File: config.mk
export PLATFORM = sky130hd
export DESIGN_NAME = b2bcd_seq
export DESIGN_NICKNAME = d
export VERILOG_FILES = /design/src/rtl/b2bcd_pkg.sv /design/src/rtl/b2bcd_step.sv /design/src/rtl/b2bcd_seq.sv
export SDC_FILE = /design/constraint.sdc
export NUM_CORES = 1
export LEC_CHECK = 0
export BUFFER_PORTS_ARGS = -buffer_cell sky130_fd_sc_hd__buf_4
export CAP_MARGIN = 20
export CORE_ASPECT_RATIO = 0.5
export CORE_MARGIN = 10
export CORE_UTILIZATION = 40
export DETAILED_ROUTE_END_ITERATION = 7
export SYNTH_ARGS = -nofsm -noshare
export SYNTH_HDL_FRONTEND = slang
export SYNTH_SLANG_ARGS = --single-unit
File: constraint.sdc
create_clock -name clk -period 3.9 [get_ports clk]
set_clock_uncertainty 0.15 [all_clocks]
set_input_delay 0.78 -clock clk [delete_from_list [all_inputs] [get_ports clk]]
set_output_delay 0.78 -clock clk [all_outputs]
set_load 0.1 [all_outputs]
File: src/rtl/b2bcd_pkg.sv
// Shared types and constants for the iterative binary-to-BCD converter.
package b2bcd_pkg;

    typedef enum logic [1:0] {
        IDLE = 2'd0,
        CONV = 2'd1,
        DONE = 2'd2
    } state_t;

    localparam logic [3:0] ADD3_THRESH = 4'd4;
    localparam logic [3:0] ADD3_ADDEND = 4'd3;

    function automatic int ceil_div(input int a, input int b);
        return (a + b - 1) / b;
    endfunction

endpackage

File: src/rtl/b2bcd_step.sv
// One double-dabble step: add-3 correction on every digit, then shift in one bit.
module b2bcd_step
    import b2bcd_pkg::*;
#(
    parameter int DIGIT = 3
) (
    input  logic [DIGIT*4-1:0] bcd_i,
    input  logic               bit_i,
    output logic [DIGIT*4-1:0] bcd_o,
    output logic               carry_o
);

    logic [DIGIT*4-1:0] adj;
    logic [3:0]         d;

    always_comb begin
        adj = '0;
        d   = '0;
        for (int k = 0; k < DIGIT; k++) begin
            d = bcd_i[4*k +: 4];
            adj[4*k +: 4] = (d > ADD3_THRESH) ? d + ADD3_ADDEND : d;
        end
    end

    assign bcd_o   = {adj[DIGIT*4-2:0], bit_i};
    assign carry_o = adj[DIGIT*4-1];

endmodule

File: src/rtl/b2bcd_seq.sv
// Iterative shift-and-add-3 converter, STEP bits per clock, optional signed input.
module b2bcd_seq
    import b2bcd_pkg::*;
#(
    parameter int WIDTH = 8,
    parameter int DIGIT = 3,
    parameter int STEP  = 1
) (
    input  logic               clk,
    input  logic               rst,
    input  logic               in_valid,
    output logic               in_ready,
    input  logic [WIDTH-1:0]   Binary_code,
    input  logic               sign_mode,
    output logic               out_valid,
    input  logic               out_ready,
    output logic [DIGIT*4-1:0] BCD_code,
    output logic               sign,
    output logic               overflow
);

    localparam int ITER = ceil_div(WIDTH, STEP);
    localparam int PAD  = ITER * STEP;
    localparam int DW   = DIGIT * 4;
    localparam int CW   = (ITER > 1) ? $clog2(ITER) : 1;
    localparam logic [CW-1:0] LAST = CW'(ITER - 1);

    state_t          state_q, state_d;
    logic [PAD-1:0]  mag_q, mag_d;
    logic [DW-1:0]   acc_q, acc_d;
    logic [DW-1:0]   bcd_q, bcd_d;
    logic [CW-1:0]   cnt_q, cnt_d;
    logic            ovf_acc_q, ovf_acc_d;
    logic            sgn_pend_q, sgn_pend_d;
    logic            sign_q, sign_d;
    logic            ovf_q, ovf_d;

    logic             op_neg;
    logic [WIDTH-1:0] op_mag;
    logic [DW-1:0]    chain [STEP+1];
    logic [STEP-1:0]  cout;
    logic             ovf_next;

    // Negating the most negative value wraps to 2^(WIDTH-1), which is the right magnitude.
    assign op_neg = sign_mode & Binary_code[WIDTH-1];
    assign op_mag = op_neg ? (~Binary_code + WIDTH'(1)) : Binary_code;

    assign chain[0] = acc_q;

    for (genvar s = 0; s < STEP; s++) begin : g_step
        b2bcd_step #(
            .DIGIT (DIGIT)
        ) u_step (
            .bcd_i   (chain[s]),
            .bit_i   (mag_q[PAD-1-s]),
            .bcd_o   (chain[s+1]),
            .carry_o (cout[s])
        );
    end

    assign ovf_next = ovf_acc_q | (|cout);

    always_comb begin
        state_d    = state_q;
        mag_d      = mag_q;
        acc_d      = acc_q;
        cnt_d      = cnt_q;
        ovf_acc_d  = ovf_acc_q;
        sgn_pend_d = sgn_pend_q;
        bcd_d      = bcd_q;
        sign_d     = sign_q;
        ovf_d      = ovf_q;
        unique case (state_q)
            IDLE: begin
                if (in_valid) begin
                    mag_d      = PAD'(op_mag);
                    acc_d      = '0;
                    cnt_d      = '0;
                    ovf_acc_d  = 1'b0;
                    sgn_pend_d = op_neg;
                    state_d    = CONV;
                end
            end
            CONV: begin
                acc_d     = chain[STEP];
                mag_d     = mag_q << STEP;
                ovf_acc_d = ovf_next;
                cnt_d     = cnt_q + CW'(1);
                if (cnt_q == LAST) begin
                    cnt_d   = '0;
                    bcd_d   = chain[STEP];
                    ovf_d   = ovf_next;
                    sign_d  = sgn_pend_q;
                    state_d = DONE;
                end
            end
            DONE: begin
                if (out_ready) begin
                    state_d = IDLE;
                end
            end
            default: state_d = IDLE;
        endcase
    end

    always_ff @(posedge clk) begin
        if (rst) begin
            state_q    <= IDLE;
            mag_q      <= '0;
            acc_q      <= '0;
            cnt_q      <= '0;
            ovf_acc_q  <= 1'b0;
            sgn_pend_q <= 1'b0;
            bcd_q      <= '0;
            sign_q     <= 1'b0;
            ovf_q      <= 1'b0;
        end else begin
            state_q    <= state_d;
            mag_q      <= mag_d;
            acc_q      <= acc_d;
            cnt_q      <= cnt_d;
            ovf_acc_q  <= ovf_acc_d;
            sgn_pend_q <= sgn_pend_d;
            bcd_q      <= bcd_d;
            sign_q     <= sign_d;
            ovf_q      <= ovf_d;
        end
    end

    assign in_ready  = (state_q == IDLE);
    assign out_valid = (state_q == DONE);
    assign BCD_code  = bcd_q;
    assign sign      = sign_q;
    assign overflow  = ovf_q;

endmodule

==> summary.md <==
| Metric | Value |
|---|---|
| Status | `completed` |
| Final Critical Period | `2.38 ns` |
| Initial DRC count | `77` |
| Ant. Diodes | `0` |
| 1st-pass router iterations | `4` |
| RePlAce Congestion | `0.738` |
| PnR worst setup slack | `1.52 ns` |
| TritonCTS sink count | `41` |
| Final core occ | `0.477` |
| Leak Pwr | `0.000863 µW` |
| Worst reg2reg path depth | `4` |
| Worst setup endpoint | `BCD_code[3]$_SDFFE_PP0P_` |
| Origin of the worst setup path | `state_q[0]$_SDFFE_PP0P_` |
| CP Class | `reg -> reg` |
| Worst r2r src | `state_q[0]$_SDFFE_PP0P_` |
| Yosys cell types | `37` |
| Clock Latency Late Sink | `0.29 ns` |
| Setup slack, reg-to-reg | `1.52 ns` |
| CP Max Fanout | `14` |
| DP Worst Slack | `1.53 ns` |
| Drt total wl | `4.51 mm` |
| EDFF count, synth | `0` |
| Worst-path clk slew | `0.08 ns` |
| WP data required | `3.92 ns` |
| DP HPWL | `3.14 mm` |
| Area Overhead vs Synth | `16.8%` |
| Fillers | `508` |
| Post-synthesis register bit count | `41` |
| Syn avg cell area | `8.39 µm²` |
| Ys Warns | `0` |
| DRC violations left | `0` |
| CP arrival | `2.40 ns` |
| GRT overflow | `0` |
| Core Area | `4860 µm²` |
| Die Y | `69.9 µm` |
| Initial antenna violation count | `0` |
| First-pass GRT wire length | `7.73 mm` |
| Antenna viol nets, final | `0` |
| Max_slew headroom | `0.421` |
| Worst VDD drop | `0.000134 V` |
| Share of layout cells above drive strength 1 | `0.169` |
| Post-Layout Cell Count | `331` |
| Max-slew violations | `0` |
| DIE WIDTH | `120 µm` |
| H-tree levels | `2` |
| Worst Hold Class | `reg -> reg` |
| Post-Route Setup TNS | `0 ns` |
| CTS tree | `yes` |
| Hold wc startpoint | `BCD_code[5]$_SDFFE_PP0P_` |
| Max Cap Violations | `0` |
| Post-cts sizing count | `0` |
| Total number of vias | `1748` |
| Sequential fraction of the synthesis area | `0.413` |
| Mapped cell area | `1990 µm²` |
| Worst Max-Slew Pin Slew | `0.867 ns` |
| Cell Pwr Density | `336 nW/µm²` |
| Post-CTS Setup Repair Bufs | `0` |
| Setup crit end kind | `register` |
| Final Setup Violations | `0` |
| Max clock buf depth | `2` |
| Hold_buf cts | `0` |
| Async set-or-reset flop fraction in the synthesized netlist | `0` |
| DIE AREA | `8360 µm²` |
| Hold Vio Cnt, Final | `0` |
| Vias/cell | `5.28` |
| RSZ-0062 raised after global routing | `false` |
| Largest net degree at the start of global routing | `47` |
| CTS root buffer | `clkbuf_8` |
| Post-Synthesis Cells | `237` |
| Fmax | `420 MHz` |
| Total track usage | `0.109` |
| Worst Setup Start Kind | `register` |
| Row cnt | `18` |
| Vias in the first global route | `1704` |
| Tcrit/Tclk final | `0.611` |
| Initial core utilization | `0.409` |
| Post-synth top flop | `dfxtp_1` |
| IO Port Bufs | `28` |
| DP Cell Count | `323` |
| Syn_nets | `259` |
| NumNets Final | `282` |
| Total CTS buffers | `5` |
| WHS Path Cells | `2` |
| R2r endpoint | `BCD_code[3]$_SDFFE_PP0P_` |
| Routed len/inst | `13.6 µm` |
| Boundary Pins | `29` |
==> placed cells by master (no fill, tap or decap), drive strengths merged, types with 7 or more instances in the layout <==
cell type | netlist | layout
dfxtp | 41 | 41
buf | 5 | 30
nor2 | 29 | 29
a21oi | 19 | 19
nand2 | 17 | 17
o21ai | 13 | 13
nor3 | 12 | 12
nand3 | 10 | 10
ha | 9 | 9
inv | 8 | 8
nor2b | 8 | 8
a22oi | 8 | 8
or3 | 7 | 7
==> kinds of logic after synthesis <==
family | after synthesis | synth area share
buffers and inverters | 22 | 0.0459
DFF | 41 | 0.413
xor gates and xnor gates | 2 | 0.00881
and+or+nand+nor | 97 | 0.243
AOI/OAI and AO/OA | 63 | 0.216
adders and majority gates | 9 | 0.0566
muxes | 3 | 0.0170
==> metrics by stage <==
stage	power, µW	cell area [µm²]	hold slack [ns]
final	779	2320	0.305
after global placement	519	2240	0.297
after CTS	791	2320	0.309
after global routing	818	2320	0.334
after detailed placement	520	2240	0.298
after floorplan	494	1990	0.282
==> routing by layer <==
| metal | vias up | GRT usage | wire length [µm] |
|---|---|---|---|
| li1 | 891 | - | - |
| met2 | 34 | 0.173 | 2040 |
| met5 | - | 0 | 0 |
| met4 | 0 | 0.0519 | 61 |
| met3 | 7 | 0.0329 | 187 |
| met1 | 816 | 0.132 | 2210 |
==> power breakdown <==
| part | internal [µW] | switching [µW] |
|---|---|---|
| logic | 29.7 | 48.0 |
| clock network | 124 | 145 |
| registers | 427 | 5.69 |
| total | 580 | 199 |
==> worst min path at each step <==
stage | end | slack, ns
after detailed placement | BCD_code[5]$_SDFFE_PP0P_ | 0.30
after global routing | BCD_code[0]$_SDFFE_PP0P_ | 0.33
after floorplan | sign$_SDFFE_PP0P_ | 0.28
after global placement | BCD_code[5]$_SDFFE_PP0P_ | 0.30
after CTS | BCD_code[5]$_SDFFE_PP0P_ | 0.31
final | BCD_code[5]$_SDFFE_PP0P_ | 0.30
==> flip-flops by register name, summed over array words and instances (netlist names) <==
| name | count |
|---|---|
| acc_q | 12 |
| sign | 1 |
| ovf_acc_q | 1 |
| sgn_pend_q | 1 |
| BCD_code | 12 |
| state_q | 2 |
| overflow | 1 |
| cnt_q | 3 |
| mag_q | 8 |
==> critical path, stage by stage (launching register included) <==
cell,delay (ns)
dfxtp_1,0.39
nor2b_1,0.72
nand2_1,0.62
nor3_1,0.32
nor3_1,0.06
==> cell type report <==
cell class	instances	area (µm²)	area share
multi-input cells	174	1080	0.463
flip-flops and latches	41	821	0.353
repair buffers	30	225	0.0970
well taps	70	87.6	0.0377
clock buffers	6	72.6	0.0312
inverters	8	30.0	0.0129
clock inverters	2	10.0	0.00431
==> cells in the mapped netlist (4+ instances only) <==
| cell | count | share of area |
|---|---|---|
| a22oi_1 | 8 | 0.030 |
| nor2b_1 | 8 | 0.025 |
| a32oi_1 | 6 | 0.026 |
| nor3b_1 | 4 | 0.015 |
| nand2_1 | 17 | 0.032 |
| nor3_1 | 12 | 0.030 |
| o21a_1 | 4 | 0.015 |
| or3_1 | 7 | 0.022 |
| clkbuf_1 | 8 | 0.015 |
| nand3_1 | 10 | 0.025 |
| nor2_1 | 29 | 0.055 |
| inv_1 | 8 | 0.015 |
| dfxtp_1 | 41 | 0.41 |
| o21ai_0 | 13 | 0.033 |
| ha_1 | 9 | 0.057 |
| a21oi_1 | 19 | 0.048 |
(Power assumes the default switching activity.)
